`config.mk`:
```
export PLATFORM = sky130hd
export DESIGN_NAME = bg_tile_writer
export DESIGN_NICKNAME = d
export VERILOG_FILES = /design/src/rtl/bg_tile_pkg.sv /design/src/rtl/bg_rr_arbiter.sv /design/src/rtl/bg_tile_writer.sv
export SDC_FILE = /design/constraint.sdc
export NUM_CORES = 1
export LEC_CHECK = 0
export CORE_AREA = 2 2 128 155
export CTS_CLUSTER_SIZE = 20
export DETAILED_ROUTE_END_ITERATION = 8
export DIE_AREA = 0 0 130 157
export GPL_TIMING_DRIVEN = 0
export HOLD_SLACK_MARGIN = 0.1
export PLACE_DENSITY_LB_ADDON = 0.3
export SYNTH_ARGS = -nofsm -noshare
export SYNTH_HDL_FRONTEND = slang
export SYNTH_SLANG_ARGS = --single-unit
export TNS_END_PERCENT = 30
```
`constraint.sdc`:
```
create_clock -name clk -period 2.7 [get_ports clk]
set_input_delay 0.27 -clock clk [delete_from_list [all_inputs] [get_ports clk]]
set_output_delay 0.27 -clock clk [all_outputs]
set_load 0.1 [all_outputs]
```
`src/rtl/bg_tile_pkg.sv`:
```
// Shared constants and state encoding for the background tile-RAM write scheduler.
package bg_tile_pkg;

  localparam int TILE_COLS_DEF  = 40;
  localparam int TILE_ROWS_DEF  = 30;
  localparam int TILE_COUNT_DEF = TILE_COLS_DEF * TILE_ROWS_DEF;
  localparam int DROP_W         = 8;

  typedef enum logic {
    ARB   = 1'b0,
    CLEAR = 1'b1
  } wr_state_e;

endpackage

```
`src/rtl/bg_rr_arbiter.sv`:
```
// One-hot grant selection over N_CH requesters.
// BG_WRITE_ROUND_ROBIN_EN selects rotating priority; otherwise the lowest index wins.
module bg_rr_arbiter #(
  parameter int N_CH = 5
) (
  input  logic            clk,
  input  logic            reset,
  input  logic [N_CH-1:0] req,
  input  logic            advance,
  output logic [N_CH-1:0] grant
);

`ifdef BG_WRITE_ROUND_ROBIN_EN
  localparam int PTR_W = $clog2(N_CH);

  logic [PTR_W-1:0] ptr;
  logic [PTR_W-1:0] gnt_idx;
  logic             found;

  // Two passes: first the channels at or above the pointer, then wrap to the bottom.
  always_comb begin
    grant   = '0;
    gnt_idx = '0;
    found   = 1'b0;
    for (int i = 0; i < N_CH; i++) begin
      if (!found && req[i] && (PTR_W'(i) >= ptr)) begin
        grant[i] = 1'b1;
        gnt_idx  = PTR_W'(i);
        found    = 1'b1;
      end
    end
    for (int i = 0; i < N_CH; i++) begin
      if (!found && req[i]) begin
        grant[i] = 1'b1;
        gnt_idx  = PTR_W'(i);
        found    = 1'b1;
      end
    end
  end

  always_ff @(posedge clk or negedge reset) begin
    if (!reset) begin
      ptr <= '0;
    end else if (advance && found) begin
      ptr <= (gnt_idx == PTR_W'(N_CH - 1)) ? '0 : gnt_idx + 1'b1;
    end
  end
`else
  logic found;
  logic unused_ok;

  assign unused_ok = ^{clk, reset, advance};

  always_comb begin
    grant = '0;
    found = 1'b0;
    for (int i = 0; i < N_CH; i++) begin
      if (!found && req[i]) begin
        grant[i] = 1'b1;
        found    = 1'b1;
      end
    end
  end
`endif

endmodule

```
`src/rtl/bg_tile_writer.sv`:
```
// Background tile-RAM write scheduler: arbitrated client writes plus a full-screen clear sweep.
// Arbitration mode is chosen by BG_WRITE_ROUND_ROBIN_EN (fixed priority when undefined).
//
// state | meaning
// ARB   | grant one client request per cycle, drop out-of-range addresses
// CLEAR | write CLEAR_DATA to every tile, one per cycle, no client grants
module bg_tile_writer
  import bg_tile_pkg::*;
#(
  parameter int                N_CH       = 5,
  parameter int                ADDR_W     = 16,
  parameter int                DATA_W     = 32,
  parameter int                TILE_COLS  = TILE_COLS_DEF,
  parameter int                TILE_ROWS  = TILE_ROWS_DEF,
  parameter logic [DATA_W-1:0] CLEAR_DATA = '0
) (
  input  logic                   clk,
  input  logic                   reset,
  input  logic [N_CH-1:0]        req,
  input  logic [N_CH*ADDR_W-1:0] addr,
  input  logic [N_CH*DATA_W-1:0] data,
  output logic [N_CH-1:0]        ack,
  input  logic                   clear_start,
  output logic                   clear_busy,
  output logic                   bg_wea,
  output logic [ADDR_W-1:0]      bg_ram_addr,
  output logic [DATA_W-1:0]      bg_ram_data,
  output logic [DROP_W-1:0]      drop_count
);

  localparam int                TILE_COUNT = TILE_COLS * TILE_ROWS;
  localparam logic [ADDR_W:0]   TILE_LIMIT = (ADDR_W + 1)'(TILE_COUNT);
  localparam logic [ADDR_W-1:0] CLR_LAST   = ADDR_W'(TILE_COUNT - 1);

  wr_state_e         state, state_nxt;
  logic [ADDR_W-1:0] clr_cnt, clr_cnt_nxt;
  logic [N_CH-1:0]   grant;
  logic              advance;
  logic [ADDR_W-1:0] sel_addr;
  logic [DATA_W-1:0] sel_data;
  logic              in_range;

  logic [N_CH-1:0]   ack_nxt;
  logic              busy_nxt;
  logic              wea_nxt;
  logic [ADDR_W-1:0] addr_nxt;
  logic [DATA_W-1:0] data_nxt;
  logic [DROP_W-1:0] drop_nxt;

  bg_rr_arbiter #(
    .N_CH (N_CH)
  ) u_arb (
    .clk     (clk),
    .reset   (reset),
    .req     (req),
    .advance (advance),
    .grant   (grant)
  );

  always_comb begin
    sel_addr = '0;
    sel_data = '0;
    for (int i = 0; i < N_CH; i++) begin
      if (grant[i]) begin
        sel_addr = addr[i*ADDR_W +: ADDR_W];
        sel_data = data[i*DATA_W +: DATA_W];
      end
    end
  end

  assign in_range = ({1'b0, sel_addr} < TILE_LIMIT);

  // Address/data hold their previous values when nothing is written.
  always_comb begin
    state_nxt   = state;
    clr_cnt_nxt = clr_cnt;
    ack_nxt     = '0;
    busy_nxt    = 1'b0;
    wea_nxt     = 1'b0;
    addr_nxt    = bg_ram_addr;
    data_nxt    = bg_ram_data;
    drop_nxt    = drop_count;
    advance     = 1'b0;
    case (state)
      ARB: begin
        if (clear_start) begin
          state_nxt   = CLEAR;
          clr_cnt_nxt = '0;
        end else if (|grant) begin
          advance = 1'b1;
          ack_nxt = grant;
          if (in_range) begin
            wea_nxt  = 1'b1;
            addr_nxt = sel_addr;
            data_nxt = sel_data;
          end else if (drop_count != {DROP_W{1'b1}}) begin
            drop_nxt = drop_count + 1'b1;
          end
        end
      end
      CLEAR: begin
        busy_nxt = 1'b1;
        wea_nxt  = 1'b1;
        addr_nxt = clr_cnt;
        data_nxt = CLEAR_DATA;
        // A restart still issues the current write, then begins again from tile 0.
        if (clear_start) begin
          clr_cnt_nxt = '0;
        end else if (clr_cnt == CLR_LAST) begin
          clr_cnt_nxt = '0;
          state_nxt   = ARB;
        end else begin
          clr_cnt_nxt = clr_cnt + 1'b1;
        end
      end
      default: state_nxt = ARB;
    endcase
  end

  always_ff @(posedge clk or negedge reset) begin
    if (!reset) begin
      state       <= ARB;
      clr_cnt     <= '0;
      ack         <= '0;
      clear_busy  <= 1'b0;
      bg_wea      <= 1'b0;
      bg_ram_addr <= '0;
      bg_ram_data <= '0;
      drop_count  <= '0;
    end else begin
      state       <= state_nxt;
      clr_cnt     <= clr_cnt_nxt;
      ack         <= ack_nxt;
      clear_busy  <= busy_nxt;
      bg_wea      <= wea_nxt;
      bg_ram_addr <= addr_nxt;
      bg_ram_data <= data_nxt;
      drop_count  <= drop_nxt;
    end
  end

endmodule

```
==> key figures <==
Yosys
  – Post-synth cell types: between 60 and 70
  – Proportion of synthesized area in mux cells: less than 1%
  – Dominant combinational cell family by area after synthesis: compound AO/OA/AOI/OAI gates
  – Sequential fraction of the synthesis area: a little over a third
  – Post-synth EDFFs: 0
  – Yosys synthesis warning count: 0
  – Xor/xnor cell area share of the yosys netlist: between 1 and 1.5%
  – Mapped Cells: ~600
  – Simple-gate area share of the yosys netlist: ~15%
  – Avg Cell Area, Syn: 9.14 um2
  – Compound-Gate Fraction of Synth Area: between 40% and 50%
  – Async set-or-reset flop fraction in the synthesized netlist: 100%
  – Number of flip-flops and latches in the synthesized netlist: 80
  – Prevailing post-synth register cell: dfrtp_1
  – Post-synthesis instance area: 5560 um2
  – Area share of fa/ha/maj cells after synthesis: 0.450%
  – Post-synthesis net count: between 800 and 900

Hold path
  – Cell count of the worst hold path: 2
  – WHS Endpoint: clr_cnt[4]
  – Hold path startpoint: clear_start
  – Type of the worst min-delay path: primary input to register

Setup path
  – Element type at the critical path end: register
  – Cell with the largest stage delay on the worst path: dlygate4sd2_1
  – R2r worst-path depth: 6
  – Startpoint of the worst register-to-register path: state
  – Critical path peak fanout: 10
  – Max incr delay on CP: between 0.4 and 0.5 ns
  – Startpoint of the worst setup timing path: req[0]
  – End of the worst register-to-register path: drop_count[5]
  – Setup CP Type: primary input to register
  – Worst Path Arrival: 2.81 ns
  – Required time of the critical path: 2.92 ns
  – Startpoint kind of the worst setup timing path: primary input
  – Ordered cell list for the critical path: dlygate4sd2_1 > buf_6 > buf_4 > clkbuf_2 > buf_2 > o21ai_0 > a221o_1 > o31ai_1 > o21ai_1
  – Reg-to-reg setup timing slack: ~0.29 ns

Final layout
  – Filler cell count in the final layout: around 1800
  – Final cell area excluding filler cells: 9400 um2
  – NumNets Final: between 1000 and 1500
  – Most frequent standard cell in the layout excluding fill and tap cells: clkdlybuf4s50_1
  – Area Growth Syn to Fin: 69.1%
  – Share of cells above drive strength 1: 13.8%
  – Area of combinational cells with multiple inputs: approximately 3200 um2
  – Sequential cell area in the final layout: ~2000 um2
  – Most frequent cells in the layout: clkdlybuf4s50_1, dfrtp_1, o21ai_0, nand2_1, a22oi_1
  – Core Util, Final: roughly half

STA
  – Setup_tns: 0 ns
  – Worst Clk Skew: just under 0.006 ns
  – Final cycle utilization of the critical path: approximately 96%
  – Final setup violation count: 0
  – Slew Limit Fails: 0
  – F_max: roughly 390 MHz
  – Time the final worst path needs with I/O delays and setup: around 2.6 ns
  – Actual transition at the worst max-transition pin: between 1 and 1.5 ns
  – Tightest slew margin relative to the limit: 28.7%
  – Setup repair after global routing missed its margin: false
  – Hold Vio Cnt, Final: 0

Clocking
  – CTS H-tree depth: 3
  – Clock insertion delay at the later pin of the skew report: between 0.3 and 0.4 ns
  – CTS Buffer Depth: 2
  – CTS Sinks: 80
  – TritonCTS Buffers: 9
  – Clock tree from TritonCTS: built
  – Clock transition time at the flip-flop clock pins of the worst setup and hold paths: approximately 0.060 ns
  – Cell chosen for the clock root: clkbuf_16

Floorplanning
  – Initial Utilization: 29.6%
  – Std-Cell Core Area: ~19000 um2
  – Die Height: between 150 and 200 um
  – Horizontal die dimension: 130 um
  – I/O pin count: ~310
  – Full die area: approximately 20000 um2
  – Placement Rows: between 50 and 60

Global routing
  – Largest net degree at the start of global routing: 42
  – Initial antenna violation count: 4
  – Wire length of the first global-routing pass: ~37000 um
  – Vias in the first global route: approximately 6500
  – Total routing resource utilization after global routing: a little under a quarter
  – GR Overflow Total: 0

Outcome
  – Result of the run: finished, final reports clean

Route
  – Post-route DRC violation count: 0
  – DRC violation total after the first TritonRoute iteration: 436
  – Post-Route WL: 24800 um
  – Average routed wire per standard cell: approximately 21 um
  – Drt pass-1 iters: 6
  – Count of nets left with antenna violations after detail routing: 0
  – Via count: about 6400
  – Via/cell ratio: 5.34

Place
  – Post-detailed-placement half-perimeter wirelength: slightly below 20000 um
  – Number of buffer cells added on primary ports: between 300 and 400
  – Instance area after placement: 8990 um2
  – Weighted congestion at the end of routability-driven global placement: 0.881

Power and ir drop
  – P per Cell Area: about 370 nW/um2
  – Maximum vdd drop: 297 uV
  – Leakage power figure: 3.43 nW

Flow run
  – Max Cap Viol: 0
synth_stat cells, types with 5 or more instances:
| library cell | instances | area share, % |
|---|---|---|
| dfrtp_1 | 80 | 36 |
| o21ai_0 | 76 | 6.8 |
| nand2_1 | 71 | 4.8 |
| a22oi_1 | 39 | 5.3 |
| a211oi_2 | 33 | 7.4 |
| a221oi_1 | 32 | 5.0 |
| a21oi_2 | 31 | 4.9 |
| clkbuf_1 | 29 | 2.0 |
| nor2_1 | 25 | 1.7 |
| and2_1 | 14 | 1.6 |
| o31ai_1 | 14 | 1.9 |
| a21oi_1 | 13 | 1.2 |
| nand2b_1 | 11 | 1.2 |
| buf_4 | 9 | 1.2 |
| o21ai_1 | 9 | 0.81 |
| nand3_1 | 8 | 0.72 |
| o211ai_1 | 8 | 1.1 |
| xnor2_1 | 8 | 1.3 |
| buf_2 | 7 | 0.63 |
| and3_1 | 6 | 0.68 |
| a211oi_1 | 5 | 0.68 |
| a221o_1 | 5 | 0.90 |
| a31oi_1 | 5 | 0.56 |
| a32oi_1 | 5 | 0.79 |
| buf_1 | 5 | 0.34 |
| buf_6 | 5 | 1.0 |
flip-flops by register name, indices dropped and copies added, names as in the netlist:
name         count
bg_ram_data     32
bg_ram_addr     16
clr_cnt         16
drop_count       8
ack              5
bg_wea           1
clear_busy       1
state            1
worst max path at each step:
stage,to,cells past startpoint
6_report,bg_ram_addr[3],9
5_1_grt,bg_ram_addr[12],10
4_1_cts,bg_ram_addr[7],10
3_5_place_dp,bg_ram_addr[3],9
3_3_place_gp,drop_count[1],1
2_1_floorplan,drop_count[5],5
cell type report:
cell class | count | area share, %
diodes | 3 | 0.0799
clock inverters | 4 | 0.825
multi-input cells | 467 | 34.4
repair buffers | 314 | 33.5
clock buffers | 11 | 2.58
flip-flops and latches | 80 | 21.3
well taps | 256 | 3.41
plain buffers | 59 | 3.79
inverters | 2 | 0.0799
worst max-delay path: cells and delay by family:
kind            cells  cell delay (ns)
compound gates      4             1.05
buf+inv             5             1.47
through the flow:
| stage | power (mW) | setup WS (ns) | hold slack [ns] | std cells |
|---|---|---|---|---|
| after global routing | 3.58 | 0.0211 | 0.393 | 1195 |
| after detailed placement | 2.11 | -0.666 | 0.294 | 1173 |
| after global placement | 2.10 | -1.72 | 0.451 | 1172 |
| final | 3.44 | 0.111 | 0.358 | 1196 |
| after CTS | 3.46 | 0.0996 | 0.367 | 1191 |
| after floorplan | 1.58 | 0.424 | -0.0256 | 608 |
timing repair:
item / CTS / global route
buffers inserted: 2 / 2
hold endpoints to repair: 39 / 0
setup endpoints to repair: 45 / 13
pin swaps: 1 / 2
resized for setup: 7 / 9
hold buffers: 1 / 0
per-layer routing:
layer	wire length [um]	vias to the layer above	GRT usage, %
met5	13	-	0
met4	542	2	7.58
met3	1800	40	5.34
met2	12700	274	43.7
met1	9760	3067	26.5
li1	-	3005	-
power by group:
part           internal, mW  switching [mW]  leakage [nW]
combinational         0.474           0.407          2.18
clock                 0.836           0.505         0.156
sequential             1.21         0.00809          1.10
total                  2.52           0.920          3.43
logic make-up (layout without fill, tap and decap cells):
family	after synthesis	in the layout
AOI/OAI and AO/OA	294	294
xor gates and xnor gates	9	9
adders and majority gates	2	2
buffers and inverters	61	390
DFF	80	80
muxes	2	2
other	0	3
and+or+nand+nor	160	160
(Power assumes the default switching activity.)
